===== src/rtl/fifo_wr_arb_pkg.sv =====
// fifo_wr_arb_pkg: shared types and constants for the FIFO write-port arbiter.
// Optional statistics are enabled with the FIFO_WR_ARB_STATS_EN macro.
package fifo_wr_arb_pkg;

  typedef enum logic [0:0] {
    IDLE  = 1'b0,
    GRANT = 1'b1
  } state_e;

  localparam int BEAT_CNT_W = 4;
  localparam int STAT_W     = 16;

  // Saturating increment for the statistics counters.
  function automatic logic [STAT_W-1:0] sat_inc(input logic [STAT_W-1:0] v);
    return (v == {STAT_W{1'b1}}) ? v : v + {{(STAT_W-1){1'b0}}, 1'b1};
  endfunction

endpackage


===== src/rtl/fifo_wr_arb_rr_pick.sv =====
// rr_pick: combinational round-robin selector. Searches req starting just
// above 'last' and wrapping modulo N_REQ; returns the first hit.
module rr_pick #(
  parameter int N_REQ = 4,
  parameter int IDX_W = 2
) (
  input  logic [N_REQ-1:0] req,
  input  logic [IDX_W-1:0] last,
  output logic             valid,
  output logic [N_REQ-1:0] sel,
  output logic [IDX_W-1:0] idx
);

  int               cand_i;
  logic [IDX_W-1:0] cand;

  // Scan candidates last+1 .. last+N_REQ (mod N_REQ); the first request wins.
  always_comb begin
    valid  = 1'b0;
    sel    = {N_REQ{1'b0}};
    idx    = {IDX_W{1'b0}};
    cand_i = 0;
    cand   = {IDX_W{1'b0}};
    for (int k = 1; k <= N_REQ; k++) begin
      cand_i = (int'(last) + k) % N_REQ;
      cand   = IDX_W'(cand_i);
      if (!valid && req[cand]) begin
        valid     = 1'b1;
        idx       = cand;
        sel[cand] = 1'b1;
      end else begin
        valid = valid;
      end
    end
  end

endmodule


===== src/rtl/fifo_wr_arb.sv =====
// fifo_wr_arb: round-robin arbiter sharing one FIFO write port among N_REQ
// producers, with bounded bursts and gating on the FIFO full flag.
// Define FIFO_WR_ARB_STATS_EN to add the grant_cnt / stall_cnt outputs.
module fifo_wr_arb
  import fifo_wr_arb_pkg::*;
#(
  parameter int N_REQ     = 4,
  parameter int WIDTH     = 8,
  parameter int MAX_BURST = 4
) (
  input  logic                   clk,
  input  logic                   rst,
  input  logic [N_REQ-1:0]       req,
  input  logic [N_REQ*WIDTH-1:0] req_data,
  input  logic                   fifo_full,
  output logic [N_REQ-1:0]       gnt,
  output logic [N_REQ-1:0]       ack,
  output logic                   fifo_w_en,
  output logic [WIDTH-1:0]       fifo_data_in,
  output logic                   busy
`ifdef FIFO_WR_ARB_STATS_EN
  ,
  output logic [N_REQ*STAT_W-1:0] grant_cnt,
  output logic [STAT_W-1:0]       stall_cnt
`endif
);

  localparam int                    IDX_W      = $clog2(N_REQ);
  localparam logic [IDX_W-1:0]      LAST_RST   = IDX_W'(N_REQ - 1);
  localparam logic [BEAT_CNT_W-1:0] BURST_LAST = BEAT_CNT_W'(MAX_BURST);
  localparam logic [BEAT_CNT_W-1:0] BEAT_ONE   = BEAT_CNT_W'(1);

  state_e                  state_q, state_d;
  logic [N_REQ-1:0]        gnt_q, gnt_d;
  logic [IDX_W-1:0]        last_q, last_d;
  logic [BEAT_CNT_W-1:0]   beat_cnt_q, beat_cnt_d;

  logic                    pick_valid;
  logic [N_REQ-1:0]        pick_sel;
  logic [IDX_W-1:0]        pick_idx;
  logic                    req_g;
  logic [BEAT_CNT_W-1:0]   beat_nxt;

  rr_pick #(
    .N_REQ (N_REQ),
    .IDX_W (IDX_W)
  ) u_rr_pick (
    .req   (req),
    .last  (last_q),
    .valid (pick_valid),
    .sel   (pick_sel),
    .idx   (pick_idx)
  );

  // State register: arbiter state, grant, round-robin pointer and beat count.
  always_ff @(posedge clk) begin
    if (rst) begin
      state_q    <= IDLE;
      gnt_q      <= {N_REQ{1'b0}};
      last_q     <= LAST_RST;
      beat_cnt_q <= {BEAT_CNT_W{1'b0}};
    end else begin
      state_q    <= state_d;
      gnt_q      <= gnt_d;
      last_q     <= last_d;
      beat_cnt_q <= beat_cnt_d;
    end
  end

  // Next state: pick a requester in IDLE; count beats and release in GRANT.
  always_comb begin
    req_g      = |(req & gnt_q);
    beat_nxt   = beat_cnt_q + BEAT_ONE;
    state_d    = state_q;
    gnt_d      = gnt_q;
    last_d     = last_q;
    beat_cnt_d = beat_cnt_q;
    case (state_q)
      IDLE: begin
        if (pick_valid) begin
          state_d    = GRANT;
          gnt_d      = pick_sel;
          last_d     = pick_idx;
          beat_cnt_d = {BEAT_CNT_W{1'b0}};
        end else begin
          gnt_d = {N_REQ{1'b0}};
        end
      end
      GRANT: begin
        if (!req_g) begin
          // Granted producer has nothing more to send.
          state_d = IDLE;
          gnt_d   = {N_REQ{1'b0}};
        end else if (!fifo_full) begin
          beat_cnt_d = beat_nxt;
          if (beat_nxt == BURST_LAST) begin
            state_d = IDLE;
            gnt_d   = {N_REQ{1'b0}};
          end else begin
            state_d = GRANT;
          end
        end else begin
          // Stalled on full: hold the grant and the count.
          state_d = GRANT;
        end
      end
      default: begin
        state_d = IDLE;
        gnt_d   = {N_REQ{1'b0}};
      end
    endcase
  end

  // Outputs: same-cycle accept, FIFO write strobe and data mux; muted in reset.
  always_comb begin
    gnt          = gnt_q;
    busy         = (state_q == GRANT);
    fifo_data_in = {WIDTH{1'b0}};
    if (rst) begin
      ack = {N_REQ{1'b0}};
    end else begin
      ack = gnt_q & req & {N_REQ{~fifo_full}};
      for (int i = 0; i < N_REQ; i++) begin
        if (gnt_q[i]) begin
          fifo_data_in = fifo_data_in | req_data[i*WIDTH +: WIDTH];
        end else begin
          fifo_data_in = fifo_data_in;
        end
      end
    end
    fifo_w_en = |ack;
  end

`ifdef FIFO_WR_ARB_STATS_EN
  logic [N_REQ*STAT_W-1:0] grant_cnt_q, grant_cnt_d;
  logic [STAT_W-1:0]       stall_cnt_q, stall_cnt_d;

  // Statistics registers.
  always_ff @(posedge clk) begin
    if (rst) begin
      grant_cnt_q <= {(N_REQ*STAT_W){1'b0}};
      stall_cnt_q <= {STAT_W{1'b0}};
    end else begin
      grant_cnt_q <= grant_cnt_d;
      stall_cnt_q <= stall_cnt_d;
    end
  end

  // Statistics update: count grants issued from IDLE and full-flag stalls.
  always_comb begin
    grant_cnt_d = grant_cnt_q;
    stall_cnt_d = stall_cnt_q;
    for (int i = 0; i < N_REQ; i++) begin
      if ((state_q == IDLE) && pick_valid && pick_sel[i]) begin
        grant_cnt_d[i*STAT_W +: STAT_W] = sat_inc(grant_cnt_q[i*STAT_W +: STAT_W]);
      end else begin
        grant_cnt_d[i*STAT_W +: STAT_W] = grant_cnt_q[i*STAT_W +: STAT_W];
      end
    end
    if ((state_q == GRANT) && req_g && fifo_full) begin
      stall_cnt_d = sat_inc(stall_cnt_q);
    end else begin
      stall_cnt_d = stall_cnt_q;
    end
  end

  assign grant_cnt = grant_cnt_q;
  assign stall_cnt = stall_cnt_q;
`endif

endmodule


===== config.mk =====
export PLATFORM = sky130hd
export DESIGN_NAME = fifo_wr_arb
export DESIGN_NICKNAME = d
export VERILOG_FILES = /design/src/rtl/fifo_wr_arb_pkg.sv /design/src/rtl/fifo_wr_arb_rr_pick.sv /design/src/rtl/fifo_wr_arb.sv
export SDC_FILE = /design/constraint.sdc
export NUM_CORES = 1
export LEC_CHECK = 0
export ABC_CLOCK_PERIOD_IN_PS = 2150
export BUFFER_PORTS_ARGS = -buffer_cell sky130_fd_sc_hd__buf_2
export CAP_MARGIN = 20
export CORE_MARGIN = 2
export CORE_UTILIZATION = 43
export DETAILED_ROUTE_END_ITERATION = 7
export GPL_TIMING_DRIVEN = 0
export PLACE_DENSITY = 0.83
export RECOVER_POWER = 25
export SLEW_MARGIN = 40
export SYNTH_ARGS = -nofsm -noshare
export SYNTH_HDL_FRONTEND = slang
export SYNTH_HIERARCHICAL = 1
export SYNTH_SLANG_ARGS = --single-unit

===== constraint.sdc =====
create_clock -name clk -period 2.15 [get_ports clk]
set_clock_uncertainty 0.1 [all_clocks]
set_input_delay 0.43 -clock clk [delete_from_list [all_inputs] [get_ports clk]]
set_output_delay 0.43 -clock clk [all_outputs]
set_load 0.01 [all_outputs]

==> metrics.yaml <==
worstPathRequired_ps: 2220
die_area_sq_mm: 0.00342
vias: 1489
synth_edf_count: 0
status: "finished, final reports clean"
clock-sinks: 11
hp-class: "reg2reg"
pwr-share-comb_pct: 63.5
die_w_microns: 58.5
ys_warn_count: 6
worstPathArrival_ps: 2130
power_frac_seq_pct: 23.6
coreArea_sq_mm: 0.00278
drc: 0
cp-start-kind: "register"
grt_pass1_wl_mm: 5.81
overflow: 0
ant_nets: 0
ys_seq_area_share_pct: 17.3
final_cell_mix: "51 x buf_2, 16 x nand2_1, 16 x a22oi_1, 13 x a21oi_1, 10 x ha_1"
slowest_delay_ps: 400
gp_congestion: 0.836
vias_per_cell: 5.79
drive_gt1_share_pct: 38.9
layout_commonest_cell: "buf_2"
powerDensity_mw_per_mm2: 666
gr-usage-met1_pct: 27.2
finalNonFillerCells: 257
place_hpwl_mm: 2.79
power_switching_mw: 0.487
dpl.cell_count: 245
drt-wirelength-per-cell_microns: 14.1
synthesis.nets: 207
syn_inst: 158
use_met2_pct: 35.5
synth_flop_cell: "dfxtp_1"
cts_tree: "done"
io_pins: 57
synthArstFlopShare_pct: 0
setup_violations: 0
reg2reg_slack_ps: 90
grtUsageMet3_pct: 4.84
worst_slack_ps: 87.2
cp-end-kind: "register"
p_int_mw: 0.641
avgSynthCellArea_sq_um: 8.07
dpl_worst_slack_ps: -250
yosysUniqueCellTypes: 48
p_leak_nw: 0.741
fp.dieH_microns: 58.5
p_sw_share_pct: 43.2
worst-slew-pin-transition_ps: 461
antenna_found_initial: 0
track_usage_pct: 21.2
clockPowerShare_pct: 12.9
cts_root_buf: "clkbuf_4"
clk_pin_slew_ps: 80
period_minus_slack_ps: 2060
numCtsBuffers: 3
clockBufferDepth: 2
busiest_layer: "met2"
drt_iter0_drc: 65
initial_core_util_pct: 45.8
fin_nets: 276
ys_ff_latch: 11
place.port_buffers: 56
fin_crit_sh_pct: 95.9
fp-row-count: 19
crit_path_cell_trace: "clkinvlp_4, ha_1, buf_6, mux2i_4, o21ai_1, a221o_1, a22o_1"
grt_pass1_vias: 1352
fin_setup_tns_ps: 0
maxSlewViolCount: 0
maxSlewHeadroom_pct: 69.3
critPathSlowestCell: "dfxtp_4"
critical_path.top_delay_family: "compound AO/OA/AOI/OAI gates"
critPathBufInv: 2
hold_viol: 0
vdd_drop_max_mv: 0.522
wl_mm: 3.62
crit_type: "reg2reg"
clk_latency_ps: 270
drtPass1Iterations: 4
fillers: 267
area_growth_pct: 32.8
cap_violations: 0
grt_max_degree: 13
synthesis.area_sq_mm: 0.00127
fmax_mhz: 485
diodes: 0
cts_max_level: 1
critPathMaxFanout: 8
## worst reg2reg max path: stages (launching register included)
cell        delay, ps
dfxtp_4           400
clkinvlp_4        100
ha_1              290
buf_6             130
mux2i_4           330
o21ai_1           130
a221o_1           270
a22o_1            200
## through the flow
stage	utilization, %	hold WS, ps	power (mW)	instance area, sq um
after detailed placement	57.4	381	0.914	1600
after floorplan	-	360	0.744	1280
after global placement	57.4	372	0.907	1600
final	60.9	408	1.13	1690
after CTS	59.2	404	1.08	1650
after global routing	60.9	417	1.22	1690
## flip-flops by register name, summed over array words and instances (netlist names)
signal and flops:
last_q 2, gnt 4, beat_cnt_q 4, busy 1
## final cells by class
cell class                      instances  area, sq um  share of cell area, %
Buffer                                 10         63.8                   3.77
Clock buffer                            3         22.5                   1.33
Clock inverter                          1         5.00                  0.296
Inverter                                6         26.3                   1.55
Multi-Input combinational cell        130          967                   57.1
Sequential cell                        11          228                   13.5
Tap cell                               31         38.8                   2.29
Timing Repair Buffer                   65          342                   20.2
## per-layer routing
layer	vias to the layer above	part of all wire [%]
met5	-	0
met4	0	0.39
met3	4	4.9
met2	34	53
met1	713	42
li1	738	-
## path summary, 6_finish.rpt
check	endpoint	cells past startpoint	from
min reg2reg	beat_cnt_q[3]	2	beat_cnt_q[3]
min	beat_cnt_q[3]	2	beat_cnt_q[3]
max	gnt[3]	7	last_q[1]
max reg2reg	gnt[3]	7	last_q[1]
## repair_timing
| action | 4_1_cts | 5_1_grt |
|---|---|---|
| hold buffers | 0 | 0 |
| gates resized for setup | 4 | 7 |
| buffers inserted | 3 | 6 |
| endpoints found under the setup margin | 6 | 11 |
| hold endpoints to repair | 0 | 0 |
## cells by family (layout without fill, tap and decap cells)
logic type      Yosys count  after routing  synth area share (%)
flops                    11             11                  17.3
mux                       4              4                  5.10
simple gates             49             49                  18.5
fa+ha+maj                10             10                  9.81
buf+inv                  17             85                  7.16
compound gates           66             66                  41.4
xor+xnor                  1              1                 0.687
## cells in the mapped netlist (3+ instances only)
| library cell | instances | area share (%) |
|---|---|---|
| a22o_1 | 4 | 2.7 |
| nand3_1 | 5 | 2.0 |
| a221o_1 | 4 | 3.1 |
| nand2b_1 | 5 | 2.5 |
| a22oi_1 | 16 | 9.4 |
| inv_1 | 5 | 1.5 |
| nand2_1 | 16 | 4.7 |
| nor3_1 | 6 | 2.4 |
| o21ai_1 | 5 | 2.0 |
| dfxtp_1 | 11 | 17 |
| ha_1 | 10 | 9.8 |
| clkbuf_1 | 6 | 1.8 |
| a21oi_1 | 13 | 5.1 |
| buf_6 | 3 | 2.6 |
| nor2_1 | 9 | 2.6 |
## power by group through the flow
stage               clock, mW  sequential (mW)  combinational (mW)
finish                  0.146            0.266               0.715
global route            0.159            0.271               0.791
CTS                     0.147            0.270               0.661
detailed placement          0            0.273               0.641
global placement            0            0.274               0.634
floorplan                   0            0.272               0.472
Note: power is estimated with default switching activity, not from simulation.
